===== src/rtl/imem_arbiter_pkg.sv =====
// Shared types for the instruction RAM arbiter: FSM states, access-owner codes, fetch address check.
// Latency: n/a (types and a pure function only).
// Backpressure: n/a.
package imem_arbiter_pkg;

   localparam int FETCH_AW = 32;   // fetch byte-address width
   localparam int CNT_W    = 4;    // wait counter width, covers MAX_WAIT up to 15

   typedef enum logic {
      ST_BOOT = 1'b0,
      ST_RUN  = 1'b1
   } state_t;

   // Who was granted the RAM in the previous cycle, i.e. who receives the response now.
   typedef enum logic [1:0] {
      OWN_NONE  = 2'd0,
      OWN_FETCH = 2'd1,
      OWN_LDR   = 2'd2,
      OWN_BAD   = 2'd3
   } owner_t;

   // A fetch is bad when it is not word aligned or points past the end of the RAM.
   function automatic logic fetch_is_bad(input logic [FETCH_AW-1:0] addr, input int addr_w);
      logic [FETCH_AW-1:0] hi;
      hi = addr >> (addr_w + 2);
      return (addr[1:0] != 2'b00) || (hi != '0);
   endfunction

endpackage


===== src/rtl/imem_arbiter_if.sv =====
// Bundles the fetch, loader and RAM-side signals of the instruction RAM arbiter.
// Latency: none (wires only).
// Backpressure: gnt/stall flow back to the requesters; the RAM side has none.
interface imem_arbiter_if #(
   parameter int ADDR_W = 7,
   parameter int DATA_W = 32
);
   import imem_arbiter_pkg::*;

   logic                boot_done;
   // fetch side
   logic                fetch_req;
   logic [FETCH_AW-1:0] fetch_addr;
   logic                fetch_gnt;
   logic [DATA_W-1:0]   fetch_rdata;
   logic                fetch_valid;
   logic                fetch_err;
   logic                fetch_stall;
   // loader side
   logic                ldr_req;
   logic                ldr_we;
   logic [ADDR_W-1:0]   ldr_addr;
   logic [DATA_W-1:0]   ldr_wdata;
   logic                ldr_gnt;
   logic [DATA_W-1:0]   ldr_rdata;
   logic                ldr_ack;
   // RAM side
   logic [ADDR_W-1:0]   mem_addr;
   logic                mem_wre;
   logic [DATA_W-1:0]   mem_wdata;
   logic [DATA_W-1:0]   mem_rdata;

   // Arbiter view.
   modport slave (
      input  boot_done, fetch_req, fetch_addr, ldr_req, ldr_we, ldr_addr, ldr_wdata, mem_rdata,
      output fetch_gnt, fetch_rdata, fetch_valid, fetch_err, fetch_stall,
             ldr_gnt, ldr_rdata, ldr_ack, mem_addr, mem_wre, mem_wdata
   );

   // Requester / RAM environment view.
   modport master (
      output boot_done, fetch_req, fetch_addr, ldr_req, ldr_we, ldr_addr, ldr_wdata, mem_rdata,
      input  fetch_gnt, fetch_rdata, fetch_valid, fetch_err, fetch_stall,
             ldr_gnt, ldr_rdata, ldr_ack, mem_addr, mem_wre, mem_wdata
   );

endinterface


===== src/rtl/arb_starve_ctr.sv =====
// Counts consecutive denied loader cycles, saturating at MAX_WAIT; clears whenever inc_i drops.
// Latency: count visible the cycle after the denial.
// Backpressure: none; the parent compares the count against MAX_WAIT to force a grant.
module arb_starve_ctr
   import imem_arbiter_pkg::*;
#(
   parameter int MAX_WAIT = 4
) (
   input  logic             clock,
   input  logic             reset,
   input  logic             inc_i,
   output logic [CNT_W-1:0] cnt_o
);
   logic [CNT_W-1:0] cnt_q, cnt_d;

   // Next count: saturating increment while denied, zero otherwise.
   always_comb begin
      cnt_d = '0;
      if (inc_i) begin
         cnt_d = (cnt_q == CNT_W'(MAX_WAIT)) ? cnt_q : cnt_q + 1'b1;
      end
   end

   // Count register.
   always_ff @(posedge clock or negedge reset) begin
      if (!reset) begin
         cnt_q <= '0;
      end else begin
         cnt_q <= cnt_d;
      end
   end

   assign cnt_o = cnt_q;

endmodule


===== src/rtl/imem_arbiter.sv =====
// Shares the single-port instruction RAM: loader owns it until boot_done, then fetch first with a starvation guard.
// Latency: grants combinational; rdata/valid/ack/err one cycle after the grant; 1 access per cycle.
// Backpressure: denied requesters see gnt=0 (fetch also gets fetch_stall); loader waits at most MAX_WAIT+1 cycles.
module imem_arbiter
   import imem_arbiter_pkg::*;
#(
   parameter int ADDR_W   = 7,
   parameter int DATA_W   = 32,
   parameter int MAX_WAIT = 4
) (
   input  logic          clock,
   input  logic          reset,
   imem_arbiter_if.slave bus
);
   state_t            state_q, state_d;
   owner_t            owner_q, owner_d;
   logic              ldr_rd_q, ldr_rd_d;
   logic [DATA_W-1:0] ldr_rdata_q, ldr_rdata_d;
   logic [ADDR_W-1:0] mem_addr_q, mem_addr_d;
   logic [CNT_W-1:0]  wait_cnt;
   logic              fetch_bad;
   logic              starved;
   logic              wait_inc;
   logic              ldr_gnt;
   logic              fetch_gnt;
   logic              fetch_stall;
   logic              fetch_valid;

   assign fetch_bad = fetch_is_bad(bus.fetch_addr, ADDR_W);
   assign starved   = (wait_cnt == CNT_W'(MAX_WAIT));
   assign wait_inc  = (state_q == ST_RUN) & bus.ldr_req & ~ldr_gnt;

   arb_starve_ctr #(
      .MAX_WAIT (MAX_WAIT)
   ) u_starve_ctr (
      .clock (clock),
      .reset (reset),
      .inc_i (wait_inc),
      .cnt_o (wait_cnt)
   );

   // Grant decision: loader only during boot, fetch first in run unless the loader is starved
   // or the fetch is bad. Grants are held off while reset is asserted so nothing reaches the RAM.
   always_comb begin
      ldr_gnt     = 1'b0;
      fetch_gnt   = 1'b0;
      fetch_stall = 1'b1;
      if (reset) begin
         if (state_q == ST_BOOT) begin
            ldr_gnt = bus.ldr_req;
         end else begin
            ldr_gnt     = bus.ldr_req & (~bus.fetch_req | starved | fetch_bad);
            fetch_gnt   = bus.fetch_req & ~ldr_gnt;
            fetch_stall = bus.fetch_req & ~fetch_gnt;
         end
      end
   end

   // Next-state: boot exit, response owner, RAM address hold and loader read-data capture.
   always_comb begin
      state_d = state_q;
      if ((state_q == ST_BOOT) && bus.boot_done) begin
         state_d = ST_RUN;
      end

      owner_d = OWN_NONE;
      if (ldr_gnt) begin
         owner_d = OWN_LDR;
      end else if (fetch_gnt) begin
         owner_d = fetch_bad ? OWN_BAD : OWN_FETCH;
      end

      ldr_rd_d = ldr_gnt & ~bus.ldr_we;

      // A bad fetch makes no RAM access, so the address is left where it was.
      mem_addr_d = mem_addr_q;
      if (ldr_gnt) begin
         mem_addr_d = bus.ldr_addr;
      end else if (fetch_gnt & ~fetch_bad) begin
         mem_addr_d = bus.fetch_addr[ADDR_W+1:2];
      end

      // Loader read data is taken straight from the RAM in the ack cycle and held afterwards.
      ldr_rdata_d = ldr_rdata_q;
      if ((owner_q == OWN_LDR) && ldr_rd_q) begin
         ldr_rdata_d = bus.mem_rdata;
      end
   end

   // FSM and response-tracking registers.
   always_ff @(posedge clock or negedge reset) begin
      if (!reset) begin
         state_q     <= ST_BOOT;
         owner_q     <= OWN_NONE;
         ldr_rd_q    <= 1'b0;
         ldr_rdata_q <= '0;
         mem_addr_q  <= '0;
      end else begin
         state_q     <= state_d;
         owner_q     <= owner_d;
         ldr_rd_q    <= ldr_rd_d;
         ldr_rdata_q <= ldr_rdata_d;
         mem_addr_q  <= mem_addr_d;
      end
   end

   assign fetch_valid     = (owner_q == OWN_FETCH);

   assign bus.fetch_gnt   = fetch_gnt;
   assign bus.fetch_stall = fetch_stall;
   assign bus.fetch_valid = fetch_valid;
   assign bus.fetch_err   = (owner_q == OWN_BAD);
   assign bus.fetch_rdata = fetch_valid ? bus.mem_rdata : '0;
   assign bus.ldr_gnt     = ldr_gnt;
   assign bus.ldr_ack     = (owner_q == OWN_LDR);
   assign bus.ldr_rdata   = ldr_rdata_d;
   assign bus.mem_addr    = mem_addr_d;
   assign bus.mem_wre     = ldr_gnt & bus.ldr_we;
   assign bus.mem_wdata   = bus.ldr_wdata;

endmodule


===== src/flat_wrapper.sv =====
// flat-port wrapper written by rule: the top's interface ports become plain ports
module imem_arbiter_flat import imem_arbiter_pkg::*;
#(
   parameter int ADDR_W   = 7,
   parameter int DATA_W   = 32,
   parameter int MAX_WAIT = 4
)
  (clock, reset, bus_boot_done, bus_fetch_req, bus_fetch_addr, bus_ldr_req, bus_ldr_we, bus_ldr_addr, bus_ldr_wdata, bus_mem_rdata, bus_fetch_gnt, bus_fetch_rdata, bus_fetch_valid, bus_fetch_err, bus_fetch_stall, bus_ldr_gnt, bus_ldr_rdata, bus_ldr_ack, bus_mem_addr, bus_mem_wre, bus_mem_wdata);
  imem_arbiter_if #(.ADDR_W(ADDR_W), .DATA_W(DATA_W)) bus_i ();
  input  logic clock;
  input  logic reset;
  input wire logic [$bits(bus_i.boot_done)-1:0] bus_boot_done;
  input wire logic [$bits(bus_i.fetch_req)-1:0] bus_fetch_req;
  input wire logic [$bits(bus_i.fetch_addr)-1:0] bus_fetch_addr;
  input wire logic [$bits(bus_i.ldr_req)-1:0] bus_ldr_req;
  input wire logic [$bits(bus_i.ldr_we)-1:0] bus_ldr_we;
  input wire logic [$bits(bus_i.ldr_addr)-1:0] bus_ldr_addr;
  input wire logic [$bits(bus_i.ldr_wdata)-1:0] bus_ldr_wdata;
  input wire logic [$bits(bus_i.mem_rdata)-1:0] bus_mem_rdata;
  output wire logic [$bits(bus_i.fetch_gnt)-1:0] bus_fetch_gnt;
  output wire logic [$bits(bus_i.fetch_rdata)-1:0] bus_fetch_rdata;
  output wire logic [$bits(bus_i.fetch_valid)-1:0] bus_fetch_valid;
  output wire logic [$bits(bus_i.fetch_err)-1:0] bus_fetch_err;
  output wire logic [$bits(bus_i.fetch_stall)-1:0] bus_fetch_stall;
  output wire logic [$bits(bus_i.ldr_gnt)-1:0] bus_ldr_gnt;
  output wire logic [$bits(bus_i.ldr_rdata)-1:0] bus_ldr_rdata;
  output wire logic [$bits(bus_i.ldr_ack)-1:0] bus_ldr_ack;
  output wire logic [$bits(bus_i.mem_addr)-1:0] bus_mem_addr;
  output wire logic [$bits(bus_i.mem_wre)-1:0] bus_mem_wre;
  output wire logic [$bits(bus_i.mem_wdata)-1:0] bus_mem_wdata;
  assign bus_i.boot_done = bus_boot_done;
  assign bus_i.fetch_req = bus_fetch_req;
  assign bus_i.fetch_addr = bus_fetch_addr;
  assign bus_i.ldr_req = bus_ldr_req;
  assign bus_i.ldr_we = bus_ldr_we;
  assign bus_i.ldr_addr = bus_ldr_addr;
  assign bus_i.ldr_wdata = bus_ldr_wdata;
  assign bus_i.mem_rdata = bus_mem_rdata;
  assign bus_fetch_gnt = bus_i.fetch_gnt;
  assign bus_fetch_rdata = bus_i.fetch_rdata;
  assign bus_fetch_valid = bus_i.fetch_valid;
  assign bus_fetch_err = bus_i.fetch_err;
  assign bus_fetch_stall = bus_i.fetch_stall;
  assign bus_ldr_gnt = bus_i.ldr_gnt;
  assign bus_ldr_rdata = bus_i.ldr_rdata;
  assign bus_ldr_ack = bus_i.ldr_ack;
  assign bus_mem_addr = bus_i.mem_addr;
  assign bus_mem_wre = bus_i.mem_wre;
  assign bus_mem_wdata = bus_i.mem_wdata;
  imem_arbiter #(.ADDR_W(ADDR_W), .DATA_W(DATA_W), .MAX_WAIT(MAX_WAIT)) u_core (.clock(clock), .reset(reset), .bus(bus_i));
endmodule

===== config.mk =====
export PLATFORM = sky130hd
export DESIGN_NAME = imem_arbiter_flat
export DESIGN_NICKNAME = d
export VERILOG_FILES = /design/src/rtl/imem_arbiter_pkg.sv /design/src/rtl/imem_arbiter_if.sv /design/src/rtl/arb_starve_ctr.sv /design/src/rtl/imem_arbiter.sv /design/src/flat_wrapper.sv
export SDC_FILE = /design/constraint.sdc
export NUM_CORES = 1
export LEC_CHECK = 0
export BUFFER_PORTS_ARGS = -buffer_cell sky130_fd_sc_hd__buf_2
export CAP_MARGIN = 20
export CORE_MARGIN = 2
export CORE_UTILIZATION = 38
export DETAILED_ROUTE_END_ITERATION = 6
export PLACE_DENSITY = 0.79
export RECOVER_POWER = 50
export SKIP_CTS_REPAIR_TIMING = 1
export SLEW_MARGIN = 15
export SYNTH_ARGS = -nofsm -noshare
export SYNTH_HDL_FRONTEND = slang
export SYNTH_SLANG_ARGS = --single-unit
export TNS_END_PERCENT = 10

===== constraint.sdc =====
create_clock -name clock -period 2.6 [get_ports clock]
set_input_delay 0 -clock clock [delete_from_list [all_inputs] [get_ports clock]]
set_output_delay 0 -clock clock [all_outputs]
set_load 0.03 [all_outputs]

==> results.cfg, run 1 <==
[min_path]
worstHoldStart = bus_ldr_addr[1]
min_to = u_core.mem_addr_q[1]
hold_class = in2reg
worstHoldPathCells = 3

[placement]
place_ws_ns = 0.421
place_hpwl_mm = 4.36
port_buffers = 154
dp_cells = 419
gp_congestion = 0.723

[timing]
worst_pin_slew_ns = 1.17
grt_setup_unrepaired = no
fin_skew_ns = 0.00703
finalMaxSlewViolations = 0
relSlewSlack_pct = 22.1
fin_crit_ns = 2.24
fin_ws_ns = 0.356
whs_ns = -0.00627
period_share_pct = 86.3
fmax_mhz = 446
finalHoldViolCount = 1
fin_setup_tns_ns = 0
setup_viol = 0

[clock_tree]
cts_buffers = 5
clk_latency_ns = 0.29
root_buffer = clkbuf_8
cts_buffer_depth = 2
cts_max_level = 2
clkSinkCount = 47
cts_tree = built
clk_pin_slew_ns = 0.08

[critical_path]
cp_data_arrival_time_ns = 2.24
worst_setup_path_start_kind = flip-flop
setup.worst_path.end_class = output pin
cp_max_fo = 6
reg2reg_depth = 8
worstPathRequired_ns = 2.60
rrSetupSlack_ns = 0.71
r2r-start = u_core.u_starve_ctr.cnt_o[0]
rr_endpoint = u_core.mem_addr_q[5]
crit_type = reg2out

[pwr]
power_w = 0.00229
leakagePower_nw = 1.74
peakVddDrop_v = 0.000418
p_per_area_nw_per_um2 = 630

[die]
core_area_sq_um = 6390
rows = 29
io_pins = 219
initial_core_util_pct = 39.7
dieArea_sq_um = 7340
die_x_microns = 85.7
chipHeight_microns = 85.7

[drt]
dr.pass1.iters = 4
drt_wl_total_mm = 6.48
postRouteAntennaNets = 0
drc_errors = 0
drt-initial-drc-count = 38
wl_per_cell_microns = 13.9
viasPerCell = 4.68
vias = 2181

[run]
max_cap_viol_count = 0

[logic_synthesis]
synth_flop_cell = dfrtp_1
yosysSeqAreaShare_pct = 46.4
synthArstFlopShare_pct = 100
avgSynthCellArea_sq_um = 11.4
ys_ff_latch = 47
synth_edf_count = 0
syn_area_sq_um = 2530
yosysWarnings = 0
synthCells = 223
synth_nets = 334
ys_types = 30

[cells_and_area]
antenna_cells = 0
stdcell_count = 466
finish.utilization_pct = 56.9
final_common_cell = buf_2
area_delta_synth_final_pct = 43.2
final_nets = 500
final_cell_mix = buf_2, dfrtp_1, dlygate4sd3_1
final_layout_size_suffix_gt1_share_pct = 49.9

[grt]
grt_pass1_wl_mm = 9.03
grt.total_usage_pct = 15.3
antenna_found_initial = 0
grt_pass1_vias = 1948
grt_max_degree = 51
grt_overflow_total = 0

[outcome]
violations = negative hold slack
status = complete, but fails checks
==> metal layers <==
metal	vias to the layer above	routed length (microns)	track usage [%]
met4	0	77	5.63
met3	15	493	3.37
li1	1050	-	-
met2	99	3600	28.6
met1	1017	2320	16.8
met5	-	0	0
==> stage by stage <==
stage,hold WS (ns),cell area (sq um)
floorplan,-0.296,2530
global placement,0.000205,3170
detailed placement,0.000205,3170
CTS,-0.139,3270
global route,-0.000101,3630
finish,-0.00627,3630
==> where the power goes <==
| part | total [W] | leakage, nW | switching [W] | internal, W |
|---|---|---|---|---|
| combinational | 0.000873 | 1.14 | 0.000556 | 0.000317 |
| sequential | 0.000914 | 0.553 | 0.0000373 | 0.000877 |
| clock | 0.000502 | 0.0513 | 0.000220 | 0.000282 |
| total | 0.00229 | 1.74 | 0.000814 | 0.00148 |
==> worst max path at each step <==
| stage | from | to | slack [ns] | cells after the start |
|---|---|---|---|---|
| detailed placement | u_core.u_starve_ctr.cnt_o[0] | bus_mem_addr[1] | 0.42 | 8 |
| global placement | u_core.u_starve_ctr.cnt_o[0] | bus_mem_addr[2] | 0.56 | 8 |
| CTS | u_core.u_starve_ctr.cnt_o[0] | bus_mem_addr[1] | 0.10 | 8 |
| floorplan | u_core.u_starve_ctr.cnt_o[0] | u_core.mem_addr_q[0] | 0.50 | 7 |
| finish | u_core.u_starve_ctr.cnt_o[0] | bus_mem_addr[5] | 0.36 | 9 |
| global route | reset | bus_fetch_stall | 0.15 | 6 |
==> cell type report <==
type                       count  area [sq um]
clock inverter                 1          30.0
clock buffer                   6          72.6
inverter                       4          15.0
tap                           77          96.3
fill                         562          2760
multi-input combinational    133          1080
timing repair buffer         198          1160
sequential                    47          1180
==> logic make-up after synthesis <==
logic type,Yosys count,share of synthesized area (%)
xor gates and xnor gates,2,0.691
adders and majority gates,2,0.987
and+or+nand+nor,72,17.1
buffers and inverters,43,11.2
AOI/OAI and AO/OA,18,6.66
DFF,47,46.4
muxes,39,17.0
==> synthesized netlist by cell type, types with 4 or more instances <==
| master | count | area share (%) |
|---|---|---|
| dfrtp_1 | 47 | 46 |
| and2_1 | 36 | 8.9 |
| buf_4 | 32 | 9.5 |
| mux2_2 | 32 | 14 |
| nor2_1 | 12 | 1.8 |
| a21oi_2 | 7 | 2.4 |
| mux2i_1 | 7 | 2.8 |
| nand2_1 | 7 | 1.0 |
| a21oi_1 | 5 | 0.99 |
| nand3_1 | 4 | 0.79 |
==> registers in the layout (all words and copies together) (netlist names) <==
name / flops
u_core.ldr_rd_q: 1
u_core.ldr_rdata_q: 32
u_core.mem_addr_q: 7
u_core.owner_q: 2
u_core.state_q: 1
u_core.u_starve_ctr.cnt_o: 4
==> worst max-delay path, cell delays in order, from the launching register on <==
cell and delay (ns):
dfrtp_1 0.38, inv_1 0.09, ha_1 0.22, nand2_1 0.13, nor2_4 0.08, a2111oi_4 0.31, buf_4 0.22, mux2i_1 0.25
a21oi_2 0.09, buf_2 0.18
(Power assumes the default switching activity.)
==> run 2, diff against run 1 <==
==> constraint.sdc (replaced) <==
create_clock -name clock -period 2.6 [get_ports clock]
set_input_delay 0.26 -clock clock [delete_from_list [all_inputs] [get_ports clock]]
set_output_delay 0.26 -clock clock [all_outputs]
set_load 0.03 [all_outputs]
==> run 2 against run 1 <==
The run now ends clean. Design area is 7.9% lower. Total power is 3.0% higher. Die area stayed put. Hold slack better by 0.13 ns. Flip-flop and latch count stayed put. Core utilization is 4.5 points lower. Global-route usage is 0.050 points lower.
==> results.cfg, run 2 (synthesis results as in run 1) <==
[outcome]
status = complete, no violations

[timing]
finalMaxSlewViolations = 0
fin_ws_ns = 0.121
whs_ns = 0.126
period_share_pct = 95.3
fin_setup_tns_ns = 0
relSlewSlack_pct = 20.0
grt_setup_unrepaired = no
worst_pin_slew_ns = 1.20
finalHoldViolCount = 0
fin_skew_ns = 0.00507
setup_viol = 0
fmax_mhz = 403
fin_crit_ns = 2.48

[clock_tree]
cts_buffer_depth = 2
cts_max_level = 2
clk_latency_ns = 0.29
clkSinkCount = 47
root_buffer = clkbuf_8
cts_tree = built
cts_buffers = 5
clk_pin_slew_ns = 0.08

[grt]
grt.total_usage_pct = 15.2
grt_max_degree = 51
grt_pass1_wl_mm = 8.95
grt_pass1_vias = 1985
grt_overflow_total = 0
antenna_found_initial = 0

[drt]
vias = 2024
drt_wl_total_mm = 5.57
dr.pass1.iters = 7
drc_errors = 0
wl_per_cell_microns = 13.0
drt-initial-drc-count = 39
viasPerCell = 4.72
postRouteAntennaNets = 0

[pwr]
peakVddDrop_v = 0.000459
leakagePower_nw = 1.70
p_per_area_nw_per_um2 = 705

[die]
chipHeight_microns = 85.7
io_pins = 219
rows = 29
die_x_microns = 85.7
initial_core_util_pct = 39.7
core_area_sq_um = 6390
dieArea_sq_um = 7340

[cells_and_area]
final_nets = 462
register_area_sq_um = 1180
largest_reg_flops = 32
antenna_cells = 0
area_delta_synth_final_pct = 31.9
top_register = u_core.ldr_rdata_q
fill_cells = 591
multi_input_area_sq_um = 1110
final_cell_mix = buf_2, dfrtp_1, and2_1
final_layout_size_suffix_gt1_share_pct = 60.8
final_common_cell = buf_2

[critical_path]
setup.worst_path.end_class = output pin
cp_max_fo = 7
crit_type = reg2out
cp_data_arrival_time_ns = 2.22
worst_setup_path_start_kind = flip-flop
worstPathRequired_ns = 2.34

[run]
max_cap_viol_count = 0

[placement]
place_ws_ns = 0.339
place_hpwl_mm = 4.36
port_buffers = 154
gp_congestion = 0.778

[min_path]
hold_class = in2reg
## run 2: cell type report
type | count | share of cell area (%)
clock buffer | 6 | 2.17
tap | 77 | 2.88
sequential | 47 | 35.2
clock inverter | 2 | 1.80
multi-input combinational | 133 | 33.2
timing repair buffer | 160 | 24.4
inverter | 4 | 0.449
## run 2: path summary, 6_finish.rpt
kind,from,endpoint,slack (ns),cells past startpoint
max,u_core.u_starve_ctr.cnt_o[0],bus_mem_addr[5],0.12,9
min,bus_ldr_we,u_core.ldr_rd_q,0.13,2
max reg2reg,u_core.u_starve_ctr.cnt_o[0],u_core.mem_addr_q[5],0.74,8
min reg2reg,u_core.ldr_rdata_q[3],u_core.ldr_rdata_q[3],0.49,1
max in group asynchronous,reset,u_core.ldr_rdata_q[7],1.47,2
min in group asynchronous,reset,u_core.mem_addr_q[4],0.41,2
## run 2: power by group
group	switching (W)	internal, W	total [W]
registers	0.0000392	0.000876	0.000916
logic	0.000539	0.000284	0.000823
clock network	0.000234	0.000384	0.000619
## run 2: critical path, cell delays in order, from the launching register on
cell       delay [ns]
dfrtp_1          0.39
inv_1            0.09
ha_1             0.23
nand2_2          0.10
nor2_4           0.07
a2111oi_4        0.32
buf_6            0.21
mux2i_2          0.25
a21oi_2          0.08
buf_2            0.18
## run 2: layer usage
metal | global-route usage (%) | routed length (microns) | vias up
met5 | 0 | 0 | -
met4 | 6.06 | 72 | 0
met3 | 4.04 | 516 | 14
met2 | 27.6 | 2920 | 103
met1 | 16.9 | 2060 | 928
li1 | - | - | 979
## run 2: stage by stage
step,std cells,total power (W),area [sq um],util [%]
global route,429,0.00249,3340,52.4
detailed placement,421,0.00176,3180,49.8
finish,429,0.00236,3340,52.4
floorplan,223,0.00158,2530,-
CTS,429,0.00240,3310,51.9
global placement,421,0.00174,3180,49.8
